[src/rtl/serial_pkg.sv]
// Shared definitions for the bit-serial link (serializer and deserializer).
package serial_pkg;

  typedef enum logic [1:0] {IDLE, SHIFT, DONE} ser_state_t;

  localparam int SER_WIDTH = 8;

endpackage

[src/rtl/serializer.sv]
// Parallel-to-serial transmitter: loads a word on the valid/ack handshake
// and shifts it out MSB-first, one bit per write_out strobe, pausing while
// the receiver reports busy.
module serializer
  import serial_pkg::*;
#(
  parameter int unsigned WIDTH = SER_WIDTH
) (
  input  logic             clock_100KHZ,
  input  logic             reset,
  input  logic [WIDTH-1:0] data_in,
  input  logic             data_valid,
  output logic             ack_out,
  input  logic             status_in,
  output logic             bit_out,
  output logic             write_out,
  output logic             busy_out,
  output logic [7:0]       word_count
);

  localparam int unsigned CntW = $clog2(WIDTH + 1);
  localparam logic [CntW-1:0] LastBit = CntW'(WIDTH - 1);

  ser_state_t       state_q, state_d;
  logic [WIDTH-1:0] shift_q, shift_d;
  logic [CntW-1:0]  bit_cnt_q, bit_cnt_d;
  logic             ack_q, ack_d;
  logic             bit_q, bit_d;
  logic             write_q, write_d;
  logic             busy_q, busy_d;
  logic [7:0]       count_q, count_d;

  // Next-state and registered-output logic; strobe and ack default low.
  always_comb begin
    state_d   = state_q;
    shift_d   = shift_q;
    bit_cnt_d = bit_cnt_q;
    ack_d     = 1'b0;
    bit_d     = bit_q;
    write_d   = 1'b0;
    count_d   = count_q;

    unique case (state_q)
      IDLE: begin
        if (data_valid) begin
          shift_d   = data_in;
          ack_d     = 1'b1;
          bit_cnt_d = '0;
          state_d   = SHIFT;
        end
      end
      SHIFT: begin
        // A busy receiver freezes the datapath; bit_out keeps its last value.
        if (!status_in) begin
          bit_d     = shift_q[WIDTH-1];
          write_d   = 1'b1;
          shift_d   = shift_q << 1;
          bit_cnt_d = bit_cnt_q + CntW'(1);
          if (bit_cnt_q == LastBit) begin
            state_d = DONE;
          end
        end
      end
      DONE: begin
        count_d = count_q + 8'd1;
        state_d = IDLE;
      end
      default: begin
        state_d = IDLE;
      end
    endcase

    // Busy reflects the state being entered so it tracks SHIFT/DONE exactly.
    busy_d = (state_d != IDLE);
  end

  // State register and datapath, cleared asynchronously.
  always_ff @(posedge clock_100KHZ or posedge reset) begin
    if (reset) begin
      state_q   <= IDLE;
      shift_q   <= '0;
      bit_cnt_q <= '0;
      ack_q     <= 1'b0;
      bit_q     <= 1'b0;
      write_q   <= 1'b0;
      busy_q    <= 1'b0;
      count_q   <= 8'd0;
    end else begin
      state_q   <= state_d;
      shift_q   <= shift_d;
      bit_cnt_q <= bit_cnt_d;
      ack_q     <= ack_d;
      bit_q     <= bit_d;
      write_q   <= write_d;
      busy_q    <= busy_d;
      count_q   <= count_d;
    end
  end

  assign ack_out    = ack_q;
  assign bit_out    = bit_q;
  assign write_out  = write_q;
  assign busy_out   = busy_q;
  assign word_count = count_q;

endmodule

[config.mk]
export PLATFORM = sky130hd
export DESIGN_NAME = serializer
export DESIGN_NICKNAME = d
export VERILOG_FILES = /design/src/rtl/serial_pkg.sv /design/src/rtl/serializer.sv
export SDC_FILE = /design/constraint.sdc
export NUM_CORES = 1
export LEC_CHECK = 0
export BUFFER_PORTS_ARGS = -buffer_cell sky130_fd_sc_hd__clkbuf_2
export CELL_PAD_IN_SITES_DETAIL_PLACEMENT = 1
export CELL_PAD_IN_SITES_GLOBAL_PLACEMENT = 1
export CORE_UTILIZATION = 30
export DETAILED_ROUTE_END_ITERATION = 10
export GPL_TIMING_DRIVEN = 0
export PLACE_DENSITY_LB_ADDON = 0.1
export SLEW_MARGIN = 20
export SYNTH_ARGS = -nofsm -noshare
export SYNTH_HDL_FRONTEND = slang
export SYNTH_SLANG_ARGS = --single-unit
export TNS_END_PERCENT = 5
[constraint.sdc]
create_clock -name clock_100KHZ -period 2.45 [get_ports clock_100KHZ]
set_clock_uncertainty 0.15 [all_clocks]
set_input_delay 0.49 -clock clock_100KHZ [delete_from_list [all_inputs] [get_ports clock_100KHZ]]
set_output_delay 0.49 -clock clock_100KHZ [all_outputs]
set_load 0.05 [all_outputs]
==> results_dict.tcl <==
set metrics [dict create \
    most-common-layout-cells "dfrtp_1 (26), clkbuf_2 (23), nand2_1 (8)" \
    die-area_sq_mm 0.00404 \
    die_h_microns 63.6 \
    rsz0062_at_grt "no" \
    end_kind "register" \
    timing.final.crit_share_pct 83.3 \
    cts-resized-gates 0 \
    critPathLaunchType "register" \
    clock_path_buffers 2 \
    clock_latency_ns 0.27 \
    grtUsageTotal_pct 13.5 \
    syn-mean-instance-area_sq_um 11.6 \
    root_buffer "clkbuf_8" \
    cp_max_fo 10 \
    drtIter0Drc 12 \
    critical_path_class "register to register" \
    clock.fmax_ghz 0.490 \
    setup.worst_path.start "state_q[0]$_DFF_PP0_" \
    syn_nets 112 \
    synth-xor-area-share_pct 5.39 \
    max_cap_viol_count 0 \
    layout_commonest_cell "dfrtp_1" \
    rows 22 \
    slew_viol_final 0 \
    hold_path.class "input pin to async pin" \
    reg2regPathDepth 4 \
    antenna_found_initial 0 \
    initial_core_util_pct 31.1 \
    area_delta_synth_final_pct 21.7 \
    avgRoutedWirePerCell_microns 13.0 \
    r2r_end "shift_q[2]$_DFFE_PP0P_" \
    synth-main-ff-cell "dfrtp_1" \
    relSlewSlack_pct 55.1 \
    synthAdderAreaFrac_pct 2.20 \
    port-buffer-count 23 \
    postCtsHoldBufs 0 \
    synth-compound-area-share_pct 4.73 \
    ys_seq_area_share_pct 57.2 \
    drive_above_1_share_pct 30.4 \
    setup_violations 0 \
    clk_pin_slew_worst_paths_ns 0.10 \
    min_period_ns 2.04 \
    io_pins 24 \
    async_flop_share_pct 100 \
    grt_pass1_wl_mm 4.20 \
    cts_setup_buffers 0 \
    nets 140 \
    worst_pin_slew_ns 0.671 \
    vias 800 \
    grt_max_degree 27 \
    cts_tree "built" \
    ir_drop_v 0.000570 \
    grt_pass1_vias 883 \
    vias_per_cell 4.62 \
    numCtsBuffers 3 \
    status "complete, no violations" \
    final_util_pct 37.8 \
    wl_mm 2.24 \
    synth_top_family_by_area "simple AND/OR/NAND/NOR gates" \
    rr_startpoint "state_q[0]$_DFF_PP0_" \
    hold_viol 0 \
    core_area_sq_mm 0.00366 \
    worstPathRequired_ns 2.46 \
    grt_overflow_total 0 \
    drc 0 \
    synth.yosys.warnings 0 \
    syn_area_sq_mm 0.00114 \
    power_density_mw_per_mm2 1100 \
    synth_cells 98 \
    p_leak_nw 0.703 \
    synthSimpleGateAreaFrac_pct 15.2 \
    yosysUniqueCellTypes 25 \
    dp_hpwl_mm 1.57 \
    yosys_register_bits 26 \
    cts_max_level 1 \
    arrival_ns 2.05 \
    dr.pass1.iters 2 \
    antenna_left 0 \
    synth_edf_count 0 \
    cts_sinks 26 \
    antennaDiodeCount 0 \
    fp.dieW_microns 63.6 \
    synthMuxAreaShare_pct 12.2 \
    r2r_slack_ns 0.41 \
    gp_congestion 0.688 \
    final.setup.tns_ns 0 \
]
## worst max-delay path by stage
stage / to / depth (start not counted) / slack [ns]
final: shift_q[2]$_DFFE_PP0P_ / 4 / 0.41
after detailed placement: shift_q[2]$_DFFE_PP0P_ / 5 / 0.29
after global placement: shift_q[2]$_DFFE_PP0P_ / 5 / 0.30
after global routing: shift_q[2]$_DFFE_PP0P_ / 4 / 0.28
after floorplan: shift_q[1]$_DFFE_PP0P_ / 5 / 0.67
after CTS: shift_q[2]$_DFFE_PP0P_ / 4 / 0.38
## final cells by class
type,instances,area (sq um)
clock inverter,1,30.0
inverter,5,18.8
fill,417,2280
sequential,26,651
clock buffer,3,41.3
multi-input combinational,64,452
buffer,3,16.3
tap,48,60.1
timing repair buffer,23,115
## flip-flops by register name (all words and copies together) (netlist names)
| signal | cells |
|---|---|
| shift_q | 8 |
| word_count | 8 |
| bit_cnt_q | 4 |
| state_q | 2 |
| ack_out | 1 |
| bit_out | 1 |
| busy_out | 1 |
| write_out | 1 |
## routing by layer
metal | global-route usage (%) | vias to the layer above | wire (microns)
met3 | 3.80 | 2 | 80
li1 | - | 391 | -
met5 | 0 | - | 0
met1 | 17.4 | 394 | 1060
met2 | 21.7 | 13 | 1080
met4 | 4.26 | 0 | 23
## per-stage QoR
step / cells / total power, mW / instance area [sq um] / setup WS (ns) / hold slack, ns
floorplan: 98 / 1.05 / 1140 / 0.668 / 0.290
global placement: 169 / 1.16 / 1310 / 0.302 / 0.306
detailed placement: 169 / 1.19 / 1310 / 0.287 / 0.311
CTS: 173 / 1.55 / 1380 / 0.379 / 0.271
global route: 173 / 1.64 / 1380 / 0.275 / 0.144
finish: 173 / 1.52 / 1380 / 0.409 / 0.0869
## power breakdown
group	leakage [nW]	internal (mW)	total, mW	switching, mW
clock	0.0357	0.219	0.356	0.137
combinational	0.339	0.215	0.529	0.314
sequential	0.328	0.550	0.632	0.0820
## cells in the mapped netlist (all sizes together) (3+ instances only)
cell type	count	area, sq um
mux2i	6	60.1
nand4	3	18.8
a21oi	6	30.0
nor2	4	15.0
o21ai	3	15.0
inv	5	18.8
mux2	7	78.8
xnor2	3	26.3
dfrtp	26	651
nor3	6	30.0
nand2	8	30.0
xor2	4	35.0
## worst max-delay path: stages, from the launching register on
cell      delay (ns)
dfrtp_1         0.45
nor3b_2         0.61
nand2b_1        0.19
buf_4           0.18
mux2_2          0.35
## cells by family after synthesis
kind of cell	after synthesis
AO/OA/AOI/OAI	10
XOR/XNOR	7
adder cells (fa/ha/maj)	2
buffers and inverters	8
flip-flops	26
multiplexers	13
AND/OR/NAND/NOR	32
Power figures use the tool's default switching activity.
